## config.mk

```make
export PLATFORM = sky130hd
export DESIGN_NAME = hamming_inject_ctrl
export DESIGN_NICKNAME = d
export VERILOG_FILES = /design/src/rtl/hamming_pkg.sv /design/src/rtl/hamming_vec_seq.sv /design/src/rtl/hamming_inject_ctrl.sv
export SDC_FILE = /design/constraint.sdc
export NUM_CORES = 1
export LEC_CHECK = 0
export ABC_AREA = 1
export BUFFER_PORTS_ARGS = -buffer_cell sky130_fd_sc_hd__buf_2
export CORE_ASPECT_RATIO = 1.2
export CORE_UTILIZATION = 45
export DETAILED_ROUTE_END_ITERATION = 10
export PLACE_DENSITY = 0.65
export SKIP_LAST_GASP = 1
export SYNTH_ARGS = -nofsm -noshare
export SYNTH_HDL_FRONTEND = slang
export SYNTH_SLANG_ARGS = --single-unit
```

## constraint.sdc

```tcl
create_clock -name clk -period 1.85 [get_ports clk]
set_input_delay 0.2775 -clock clk [delete_from_list [all_inputs] [get_ports clk]]
set_output_delay 0.2775 -clock clk [all_outputs]
set_load 0.005 [all_outputs]
```

## src/rtl/hamming_pkg.sv

```systemverilog
// Shared constants, state type and expected-syndrome rule for the Hamming(7,4) injection self-test.
// HAMMING_CLEAN_PASS_EN adds a no-error vector at index 7 of every data word.
package hamming_pkg;

    localparam int DATA_W = 4;
    localparam int CODE_W = 7;
    localparam int POS_W  = 3;

`ifdef HAMMING_CLEAN_PASS_EN
    localparam logic [POS_W-1:0] LAST_POS = POS_W'(CODE_W);
`else
    localparam logic [POS_W-1:0] LAST_POS = POS_W'(CODE_W - 1);
`endif
    localparam logic [DATA_W-1:0] LAST_DATA = DATA_W'(15);

    typedef enum logic [1:0] {
        ST_IDLE,
        ST_SETTLE,
        ST_CHECK
    } state_t;

    // Codeword bit i is Hamming position i+1; the clean vector decodes with a zero syndrome.
    function automatic logic [POS_W-1:0] exp_syndrome(input logic [POS_W-1:0] pos);
`ifdef HAMMING_CLEAN_PASS_EN
        if (pos == POS_W'(CODE_W)) return '0;
`endif
        return pos + POS_W'(1);
    endfunction

endpackage

```

## src/rtl/hamming_vec_seq.sv

```systemverilog
// Nested data/position vector counter: position is the inner loop, data word the outer loop.
// Flags the final vector of the sweep so the controller can stop without advancing past it.
module hamming_vec_seq
    import hamming_pkg::*;
(
    input  logic              clk,
    input  logic              rst,
    input  logic              load,
    input  logic              advance,
    output logic [DATA_W-1:0] data_word,
    output logic [POS_W-1:0]  error_pos,
    output logic              last
);

    always_ff @(posedge clk) begin
        if (rst || load) begin
            data_word <= '0;
            error_pos <= '0;
        end else if (advance) begin
            if (error_pos == LAST_POS) begin
                error_pos <= '0;
                data_word <= data_word + DATA_W'(1);
            end else begin
                error_pos <= error_pos + POS_W'(1);
            end
        end
    end

    assign last = (data_word == LAST_DATA) && (error_pos == LAST_POS);

endmodule

```

## src/rtl/hamming_inject_ctrl.sv

```systemverilog
// Self-test sequencer for the encoder -> error_inject -> decoder chain: sweeps, scores, captures first failure.
// HAMMING_CLEAN_PASS_EN adds the clean vector per data word and the inj_en output.
//
// state     | meaning
// ----------+------------------------------------------------------
// ST_IDLE   | waiting for start; results of the last campaign held
// ST_SETTLE | vector driven, settle timer counting down
// ST_CHECK  | one cycle: score decoder outputs, advance or finish
module hamming_inject_ctrl
    import hamming_pkg::*;
#(
    parameter int SETTLE_CYCLES = 1,
    parameter int CNT_W         = 8
) (
    input  logic              clk,
    input  logic              rst,
    input  logic              start,
    input  logic              abort,
    output logic [DATA_W-1:0] data_word,
    output logic [POS_W-1:0]  error_pos,
`ifdef HAMMING_CLEAN_PASS_EN
    output logic              inj_en,
`endif
    input  logic [DATA_W-1:0] dec_data,
    input  logic [POS_W-1:0]  dec_syndrome,
    output logic              busy,
    output logic              done,
    output logic [CNT_W-1:0]  pass_cnt,
    output logic [CNT_W-1:0]  fail_cnt,
    output logic              first_fail_valid,
    output logic [DATA_W-1:0] first_fail_data,
    output logic [POS_W-1:0]  first_fail_pos
);

    localparam logic [3:0] SETTLE_LOAD = 4'(SETTLE_CYCLES);

    state_t     state, state_nxt;
    logic [3:0] settle_cnt;
    logic       seq_load, seq_adv, seq_last;
    logic       vec_pass;

    hamming_vec_seq u_vec_seq (
        .clk       (clk),
        .rst       (rst),
        .load      (seq_load),
        .advance   (seq_adv),
        .data_word (data_word),
        .error_pos (error_pos),
        .last      (seq_last)
    );

    assign vec_pass = (dec_data == data_word) && (dec_syndrome == exp_syndrome(error_pos));
    assign busy     = (state != ST_IDLE);
`ifdef HAMMING_CLEAN_PASS_EN
    assign inj_en   = (error_pos != LAST_POS);
`endif

    always_comb begin
        state_nxt = state;
        seq_load  = 1'b0;
        seq_adv   = 1'b0;
        case (state)
            ST_IDLE: begin
                if (start && !abort) begin
                    state_nxt = ST_SETTLE;
                    seq_load  = 1'b1;
                end
            end
            ST_SETTLE: begin
                if (abort)                  state_nxt = ST_IDLE;
                else if (settle_cnt == 4'd1) state_nxt = ST_CHECK;
            end
            ST_CHECK: begin
                if (abort || seq_last) begin
                    state_nxt = ST_IDLE;
                end else begin
                    state_nxt = ST_SETTLE;
                    seq_adv   = 1'b1;
                end
            end
            default: state_nxt = ST_IDLE;
        endcase
    end

    always_ff @(posedge clk) begin
        if (rst) begin
            state            <= ST_IDLE;
            settle_cnt       <= '0;
            done             <= 1'b0;
            pass_cnt         <= '0;
            fail_cnt         <= '0;
            first_fail_valid <= 1'b0;
            first_fail_data  <= '0;
            first_fail_pos   <= '0;
        end else begin
            state <= state_nxt;
            done  <= 1'b0;
            case (state)
                ST_IDLE: begin
                    if (seq_load) begin
                        settle_cnt       <= SETTLE_LOAD;
                        pass_cnt         <= '0;
                        fail_cnt         <= '0;
                        first_fail_valid <= 1'b0;
                        first_fail_data  <= '0;
                        first_fail_pos   <= '0;
                    end
                end
                ST_SETTLE: begin
                    if (!abort) settle_cnt <= settle_cnt - 4'd1;
                end
                ST_CHECK: begin
                    // An aborted CHECK leaves the partial score untouched.
                    if (!abort) begin
                        if (vec_pass) begin
                            if (pass_cnt != '1) pass_cnt <= pass_cnt + CNT_W'(1);
                        end else begin
                            if (fail_cnt != '1) fail_cnt <= fail_cnt + CNT_W'(1);
                            if (!first_fail_valid) begin
                                first_fail_valid <= 1'b1;
                                first_fail_data  <= data_word;
                                first_fail_pos   <= error_pos;
                            end
                        end
                        if (seq_last) done <= 1'b1;
                        else          settle_cnt <= SETTLE_LOAD;
                    end
                end
                default: ;
            endcase
        end
    end

endmodule

```

==> results of run 1 <==
cell usage after synthesis, drive strengths merged (4+ instances only):
| cell type | instances |
|---|---|
| a21oi | 30 |
| buf | 5 |
| dfxtp | 38 |
| ha | 7 |
| inv | 47 |
| nand2 | 77 |
| nand3 | 25 |
| nand4 | 15 |
| nor2 | 39 |
| nor3 | 6 |
| o21ai | 14 |
| xnor2 | 5 |
| xor2 | 4 |
placed cells by master, fill, tap and decap left out, drive strengths merged:
cell    instances
clkinv          2
o21ai          14
nor3b           1
nor2b           1
ha              7
nor2           39
dfxtp          38
xor2            4
nand4          15
a211oi          1
clkbuf          7
nor4            1
nand3          25
nor3            6
xnor2           5
inv            47
nand2          77
a21oi          30
buf            50
area by class of cell:
class                   instances  share of cell area (%)
clock inverters                 1                   0.191
clock buffers                   7                    3.29
well taps                      58                    2.77
inverters                      48                    7.06
repair buffers                 50                    10.3
flip-flops and latches         38                    29.0
multi-input cells             226                    47.4
critical path: stages, from the launching register on:
cell and delay (ps):
dfxtp_1 310, buf_4 150, ha_1 200, nand2_1 90, nand2_1 70, nand2_1 60
nand2_1 90, nor2_4 150, nand3_4 130, buf_6 180, nand3_1 60, nand2_1 50
inv_1 40, nor2_1 30
through the flow:
stage          std cells  hold slack [ps]  setup WS (ps)  total power [mW]  util [%]
2_1_floorplan        320              357            147             0.996         -
3_3_place_gp         419              453            132              1.05      53.3
3_5_place_dp         419              455            105              1.05      53.3
4_1_cts              427              199           96.7              1.63      55.3
5_1_grt              428              198           2.46              1.71      56.3
6_report             428              209            138              1.62      56.3
sequential cells by signal, indices dropped and copies added, names as in the netlist:
register and count:
settle_cnt 4, u_vec_seq.data_word 4, first_fail_data 4, first_fail_pos 3
first_fail_valid 1, state 2, done 1, fail_cnt 8
u_vec_seq.error_pos 3, pass_cnt 8
per-layer routing:
layer	routed length (µm)	track usage, %	vias up
li1	-	-	1128
met1	2370	27.4	928
met2	2280	34.0	41
met3	159	4.80	4
met4	54	8.48	0
met5	0	0	-
worst max path at each step:
stage / endpoint / slack, ps / cells past startpoint
2_1_floorplan: fail_cnt[0] / 150 / 11
3_3_place_gp: fail_cnt[1] / 130 / 10
3_5_place_dp: fail_cnt[1] / 110 / 10
4_1_cts: fail_cnt[1] / 100 / 10
5_1_grt: fail_cnt[6] / 2 / 13
6_report: fail_cnt[6] / 140 / 13
timing repair:
item | CTS | global route
gates resized for setup | 0 | 8
endpoints found under the setup margin | 0 | 18
buffers inserted | 0 | 1
where the power goes:
| part | internal (mW) | switching (mW) | total (mW) |
|---|---|---|---|
| clock | 0.301 | 0.281 | 0.582 |
| sequential | 0.837 | 0.0142 | 0.851 |
| combinational | 0.0685 | 0.114 | 0.182 |
cell families after synthesis:
family,count (synthesis)
buffers and inverters,56
xor gates and xnor gates,9
AOI/OAI and AO/OA,45
DFF,38
adders and majority gates,7
and+or+nand+nor,165
==> impl_metrics.csv, run 1 <==
group,metric,value,unit
worst_setup_path,regToRegSetupSlack,140,ps
placement,dp_hpwl,3650,µm
logic_synthesis,synthMuxAreaShare,0,%
timing,finalHoldViolCount,0,
power_and_ir_drop,leakagePower,1.16,nW
worst_setup_path,cp.arrival,1900,ps
cells_and_area,diodes,0,
cells_and_area,layout.nets,387,
worst_setup_path,worstRegToRegCells,13,
cts,root_buffer,"clkbuf_8",
cts,htree_levels,2,
cts,clock-sinks,38,
timing,clock_skew,7.97,ps
logic_synthesis,syn_area_per_cell,6.89,µm²
worst_hold_path,min_to,"done",
placement,placed_cell_area,2490,µm²
logic_synthesis,yosys.area_share.simple,36.4,%
route,wl_per_cell,11.3,µm
cells_and_area,multi_input_area,1240,µm²
run,cap_violations,0,
worst_setup_path,start_kind,"flop",
cells_and_area,drive_above_1_share,24.3,%
cells_and_area,area_growth,19.0,%
timing,maxSlewHeadroom,77.6,%
power_and_ir_drop,pwr_density_cell,616,nW/µm²
logic_synthesis,synthDominantCellAreaShare,34.5,%
logic_synthesis,yosysSeqAreaShare,34.5,%
route,ant_nets,0,
cts,cts_tree,"done",
placement,gp_congestion,0.789,
die,dieArea,5180,µm²
global_routing,grt_pass1_wl,8650,µm
global_routing,grt_pass1_vias,2002,
cts,max-clock-path-buffers,2,
cells_and_area,fillers,472,
timing,finalCritPeriodShare,92.6,%
worst_setup_path,rr_endpoint,"fail_cnt[6]",
route,drt_iter0_drc,92,
route,dr.pass1.iters,4,
timing,tns,0,ps
logic_synthesis,synthArstFlopShare,0,%
global_routing,track_usage,21.4,%
logic_synthesis,synth_nets,338,
worst_setup_path,cp.required,2040,ps
logic_synthesis,synthTopCellsByArea,"dfxtp_1 (35%), nand2_1 (11%), inv_1 (7.0%)",
timing,setup-violations-final,0,
die,core,4660,µm²
logic_synthesis,ys_types,32,
timing,period_needed,1710,ps
timing,max_freq,584,MHz
global_routing,antenna_found_initial,0,
logic_synthesis,synth_xor_area_share,3.58,%
cts,clkTransAtPathRegs,70,ps
global_routing,grt_max_degree,19,
logic_synthesis,synth_seq_cells,38,
cts,hold_buffers,0,
route,wl,4860,µm
timing,rsz0062_at_grt,"no",
worst_setup_path,path_max_fanout,8,
die,rows,27,
worst_hold_path,hold_path_class,"in -> reg",
route,drcViolationCount,0,
route,viasPerCell,4.91,
logic_synthesis,synth_top_family_by_area,"simple AND/OR/NAND/NOR gates",
worst_setup_path,critPathLaunch,"u_vec_seq.error_pos[0]",
logic_synthesis,synthAdderAreaFrac,3.97,%
logic_synthesis,synth-edff-count,0,
cells_and_area,seq_area,761,µm²
logic_synthesis,synth_ff_type,"dfxtp_1",
cells_and_area,post-route-cell-area,2620,µm²
power_and_ir_drop,peakVddDrop,0.288,mV
die,die_h,78.7,µm
worst_hold_path,hold_path_depth,2,
logic_synthesis,synth_compound_area_share,10.8,%
worst_setup_path,cp-end-kind,"flop",
route,vias,2101,
timing,max_slew.worst_pin.slew,335,ps
worst_setup_path,crit_type,"reg -> reg",
logic_synthesis,yosysWarnings,0,
cts,clock_latency,280,ps
die,io_pins,44,
logic_synthesis,netlist_area,2200,µm²
worst_hold_path,min_from,"abort",
status,status,"finished, final reports clean",
die,initial_utilization,47.3,%
die,die_w,65.9,µm
logic_synthesis,synth_top_area_cell,"dfxtp_1",
global_routing,overflow,0,
logic_synthesis,netlist_instances,320,
worst_setup_path,worst_r2r_startpoint,"u_vec_seq.error_pos[0]",
placement,port_buffers,43,
cts,cts_made_buffers,5,
timing,drv_slew,0,
Note: power is estimated with default switching activity, not from simulation.
==> run 2: changes to the inputs <==
Settings changed: ABC_AREA 1 to unset, PLACE_DENSITY 0.65 to 0.66.
==> impl_metrics.csv, run 2 <==
group,metric,value,unit
placement,port_buffers,43,
power_and_ir_drop,pwr_density_cell,594,nW/µm²
logic_synthesis,syn_area_per_cell,8.67,µm²
power_and_ir_drop,power_switching,0.376,mW
worst_setup_path,cp.arrival,2100,ps
cts,clkTransAtPathRegs,70,ps
timing,finalCritPeriodShare,104,%
cells_and_area,final_common_cell,"buf_2",
logic_synthesis,synthArstFlopShare,0,%
power_and_ir_drop,swShare,24.2,%
logic_synthesis,synth_seq_cells,38,
worst_hold_path,hold_path_class,"in -> reg",
cts,cts_tree,"done",
power_and_ir_drop,p_comb_share,8.9,%
cells_and_area,finalNonFillerCells,350,
run,cap_violations,0,
die,initial_utilization,48.2,%
cts,clock_latency,300,ps
global_routing,grt_pass1_wl,7980,µm
logic_synthesis,synth_top_area_cell,"dfxtp_1",
logic_synthesis,synthDominantCellAreaShare,38.8,%
timing,tns,-462,ps
logic_synthesis,netlist_instances,226,
logic_synthesis,yosysWarnings,0,
die,dieArea,4620,µm²
die,core,4070,µm²
logic_synthesis,netlist_area,1960,µm²
timing,finalHoldViolCount,0,
worst_setup_path,cp.required,2030,ps
worst_setup_path,regToRegSetupSlack,-70,ps
global_routing,antenna_found_initial,0,
route,drcViolationCount,0,
cts,root_buffer,"clkbuf_8",
placement,dp_hpwl,3550,µm
route,dr.pass1.iters,4,
route,wl,4950,µm
worst_setup_path,start_kind,"flop",
worst_setup_path,cp-end-kind,"flop",
route,vias,1940,
worst_setup_path,path_max_fanout,4,
power_and_ir_drop,clkPwrFrac,37.6,%
logic_synthesis,synth-edff-count,0,
timing,max_slew.worst_pin.slew,587,ps
timing,clock_skew,4.57,ps
placement,placed_cells,340,
cells_and_area,drive_above_1_share,35.8,%
global_routing,overflow,0,
status,status,"finished, violations left",
cts,htree_levels,2,
route,drt_iter0_drc,93,
placement,placed_cell_area,2430,µm²
timing,layout_setup_ws,-71.7,ps
global_routing,grt_max_degree,19,
timing,period_needed,1920,ps
cells_and_area,area_growth,33.9,%
worst_setup_path,crit_type,"reg -> reg",
power_and_ir_drop,power,1.56,mW
power_and_ir_drop,leakagePower,1.11,nW
timing,drv_slew,0,
cells_and_area,top_regs,"fail_cnt (8), pass_cnt (8)",
worst_setup_path,critPathSlowestCell,"dfxtp_4",
die,rows,25,
power_and_ir_drop,seq_power_share,53.5,%
timing,max_freq,520,MHz
cells_and_area,fillers,370,
cells_and_area,post-route-cell-area,2620,µm²
power_and_ir_drop,p_int,1.18,mW
timing,setup-violations-final,17,
timing,rsz0062_at_grt,"yes",
die,die_h,74.3,µm
logic_synthesis,synth_commonest_cells,"dfxtp_1 (38), nor2_1 (23), a21oi_1 (19)",
worst_setup_path,cpMostUsedCell,"buf_4",
cts,clock-sinks,38,
cells_and_area,layout.nets,314,
power_and_ir_drop,peakVddDrop,0.433,mV
cells_and_area,mostFrequentLayoutCells,"buf_2 (43), dfxtp_1 (36), buf_4 (30)",
logic_synthesis,synthTopCellsByArea,"dfxtp_1 (39%), a21oi_1 (4.9%), ha_1 (4.5%)",
cells_and_area,final_util,64.5,%
worst_setup_path,cpPeakStageDelay,360,ps
timing,maxSlewHeadroom,60.5,%
placement,gp_congestion,0.919,
global_routing,grt_pass1_vias,1782,
cells_and_area,diodes,0,
logic_synthesis,ys_types,47,
worst_setup_path,path_cells,"inv_2 -> ha_4 -> xor2_2 -> and3_4 -> buf_4 -> a211oi_2 -> buf_4 -> nor3b_1 -> a211o_1",
status,violations,"setup timing",
logic_synthesis,yosysSeqAreaShare,38.8,%
logic_synthesis,synth.most_common_cell,"dfxtp_1",
route,ant_nets,0,
die,io_pins,44,
logic_synthesis,synth_nets,244,
cts,cts_made_buffers,5,
die,die_w,62.2,µm
global_routing,track_usage,22.2,%
cts,max-clock-path-buffers,2,
route,wl_per_cell,14.1,µm
logic_synthesis,synth_ff_type,"dfxtp_1",
route,viasPerCell,5.54,
run 2: area by class of cell:
cell class / count / area [µm²] / share of cell area (%)
inverters: 6 / 22.5 / 0.858
well taps: 54 / 67.6 / 2.58
multi-input cells: 170 / 1220 / 46.4
repair buffers: 75 / 463 / 17.6
clock buffers: 7 / 86.3 / 3.29
flip-flops and latches: 38 / 768 / 29.3
run 2: worst max-delay path, delay by kind of cell, from the launching register on:
| family | cells | cell delay (ps) |
|---|---|---|
| adder cells (fa/ha/maj) | 1 | 260 |
| AND/OR/NAND/NOR | 2 | 360 |
| AO/OA/AOI/OAI | 2 | 330 |
| flip-flops | 1 | 360 |
| XOR/XNOR | 1 | 160 |
| buffers and inverters | 3 | 340 |
run 2: kinds of logic after synthesis:
logic type,Yosys count,share of synthesized area [%]
AOI/OAI and AO/OA,56,19.6
buffers and inverters,18,3.83
xor gates and xnor gates,12,6.07
adders and majority gates,7,4.47
DFF,38,38.8
and+or+nand+nor,93,26.1
muxes,2,1.09
run 2: layer usage:
metal	GRT usage (%)	vias to the layer above	wire (µm)
met4	13.2	0	132
li1	-	968	-
met2	37.5	63	2350
met5	0	-	0
met1	26.8	898	2260
met3	4.14	11	208
run 2: path summary, 6_finish.rpt:
path                     startpoint            endpoint  cells past startpoint
min                             rst       settle_cnt[1]                      2
max reg2reg  u_vec_seq.error_pos[0]         fail_cnt[5]                      9
min reg2reg      first_fail_data[1]  first_fail_data[1]                      1
max          u_vec_seq.error_pos[0]         fail_cnt[5]                      9
run 2: power by group through the flow:
stage / combinational, mW / sequential, mW / clock, mW
finish: 0.139 / 0.833 / 0.586
global route: 0.152 / 0.834 / 0.622
CTS: 0.134 / 0.833 / 0.597
detailed placement: 0.124 / 0.853 / 0
global placement: 0.124 / 0.853 / 0
floorplan: 0.0790 / 0.851 / 0
run 2: through the flow:
stage          hold slack (ps)  worst slack (ps)
2_1_floorplan              475             -20.2
5_1_grt                    378              -183
3_5_place_dp               459             -91.0
3_3_place_gp               456             -66.0
6_report                   355             -71.7
4_1_cts                    343             -77.5
run 2: what timing repair did:
item	4_1_cts	5_1_grt
gates resized for setup	8	9
hold buffers	0	0
setup buffers	3	0
setup endpoints to repair	18	22
endpoints found under the hold margin	0	0
pin swaps	8	9
==> run 3: changes to the inputs <==
==> constraint.sdc (replaced) <==
create_clock -name clk -period 1.85 [get_ports clk]
set_input_delay 0.2775 -clock clk [delete_from_list [all_inputs] [get_ports clk]]
set_output_delay 0.2775 -clock clk [all_outputs]
set_load 0.01 [all_outputs]
==> impl_metrics.csv, run 3 (synthesis results as in run 2) <==
group,metric,value,unit
die,die_w,62.2,µm
cts,cts_tree,"done",
cells_and_area,top_regs,"fail_cnt (8), pass_cnt (8)",
placement,gp_congestion,0.911,
timing,finalCritPeriodShare,106,%
timing,setup-violations-final,8,
route,wl_per_cell,14.1,µm
die,dieArea,4620,µm²
die,die_h,74.3,µm
status,violations,"setup timing",
cts,clkTransAtPathRegs,70,ps
cells_and_area,drive_above_1_share,35.7,%
worst_hold_path,min_from,"rst",
cts,max-clock-path-buffers,2,
placement,placed_cell_area,2400,µm²
timing,period_needed,1950,ps
run,cap_violations,0,
global_routing,antenna_found_initial,0,
cts,clock_latency,300,ps
worst_setup_path,path_max_fanout,6,
placement,dp_hpwl,3510,µm
cts,clock-sinks,38,
die,core,4070,µm²
worst_hold_path,hold_path_class,"in -> reg",
cts,hold_buffers,0,
power_and_ir_drop,pwr_density_cell,583,nW/µm²
cells_and_area,area_growth,33.5,%
cells_and_area,post-route-cell-area,2620,µm²
global_routing,grt_pass1_vias,1718,
route,ant_nets,0,
die,initial_utilization,48.2,%
global_routing,overflow,0,
cells_and_area,mostFrequentLayoutCells,"buf_2 (43), dfxtp_1 (36), buf_4 (29)",
power_and_ir_drop,leakagePower,1.10,nW
worst_setup_path,start_kind,"flop",
timing,maxSlewHeadroom,70.8,%
placement,port_buffers,43,
timing,timing.hold.ws,357,ps
timing,max_freq,512,MHz
timing,max_slew.worst_pin.slew,434,ps
route,drcViolationCount,0,
worst_setup_path,cp-end-kind,"flop",
cts,cts_made_buffers,5,
global_routing,track_usage,21.9,%
route,dr.pass1.iters,4,
route,vias,1949,
die,io_pins,44,
die,rows,25,
timing,rsz0062_at_grt,"yes",
worst_setup_path,crit_type,"reg -> reg",
cells_and_area,final_common_cell,"buf_2",
global_routing,grt_max_degree,19,
timing,layout_setup_ws,-103,ps
cells_and_area,layout.nets,314,
timing,clock_skew,6.99,ps
route,wl,4960,µm
route,viasPerCell,5.55,
cells_and_area,diodes,0,
worst_setup_path,worst_r2r_startpoint,"u_vec_seq.error_pos[0]",
global_routing,grt_pass1_wl,7790,µm
status,status,"finished, violations left",
power_and_ir_drop,peakVddDrop,0.292,mV
cts,root_buffer,"clkbuf_8",
worst_setup_path,critPathLaunch,"u_vec_seq.error_pos[0]",
route,drt_iter0_drc,124,
timing,finalHoldViolCount,0,
timing,drv_slew,0,
worst_setup_path,cp.required,2070,ps
cts,htree_levels,2,
worst_setup_path,cp.arrival,2180,ps
-- run 3: power breakdown --
group          switching [mW]  internal (mW)
registers             0.00912          0.826
logic                  0.0802         0.0604
clock network           0.282          0.268
-- run 3: repair_timing --
item,CTS,global route
gates cloned,1,0
pin swaps,3,9
resized for setup,1,15
setup buffers,1,5
endpoints found under the setup margin,8,22
-- run 3: final cells by class --
class	instances	area [µm²]
fill	388	1450
multi-input combinational	171	1220
sequential	38	766
timing repair buffer	74	455
clock buffer	8	80.1
tap	54	67.6
inverter	6	22.5
-- run 3: worst paths after layout --
| path | end | slack (ps) | cells past startpoint |
|---|---|---|---|
| hold reg to reg | first_fail_data[0] | 480 | 1 |
| setup / recovery | pass_cnt[4] | -100 | 8 |
| hold / removal | settle_cnt[0] | 360 | 2 |
| setup reg to reg | pass_cnt[4] | -100 | 8 |
-- run 3: metrics by stage --
stage / utilization [%] / std cells / TNS (ps) / power [mW] / setup WS [ps]
global placement: 59.0 / 336 / -216 / 0.974 / -76.1
CTS: 61.6 / 346 / -469 / 1.52 / -60.3
finish: 64.3 / 351 / -314 / 1.52 / -103
global route: 64.3 / 351 / -1390 / 1.58 / -175
detailed placement: 59.0 / 336 / -337 / 0.975 / -96.2
floorplan: - / 226 / -85.3 / 0.931 / -37.1
-- run 3: per-layer routing --
metal / routed length (µm) / part of all wire, % / track usage, % / vias to the layer above
met4: 83 / 1.7 / 10.3 / 0
li1: - / - / - / 976
met5: 0 / 0 / 0 / -
met1: 2300 / 46 / 26.8 / 926
met2: 2420 / 49 / 37.6 / 40
met3: 156 / 3.1 / 4.29 / 7
-- run 3: worst max-delay path, stage by stage (launching register included) --
cell	delay [ps]
dfxtp_4	360
inv_2	40
ha_4	270
xor2_2	140
and3_4	260
o2111ai_4	150
buf_4	190
or3_1	330
a21oi_1	150
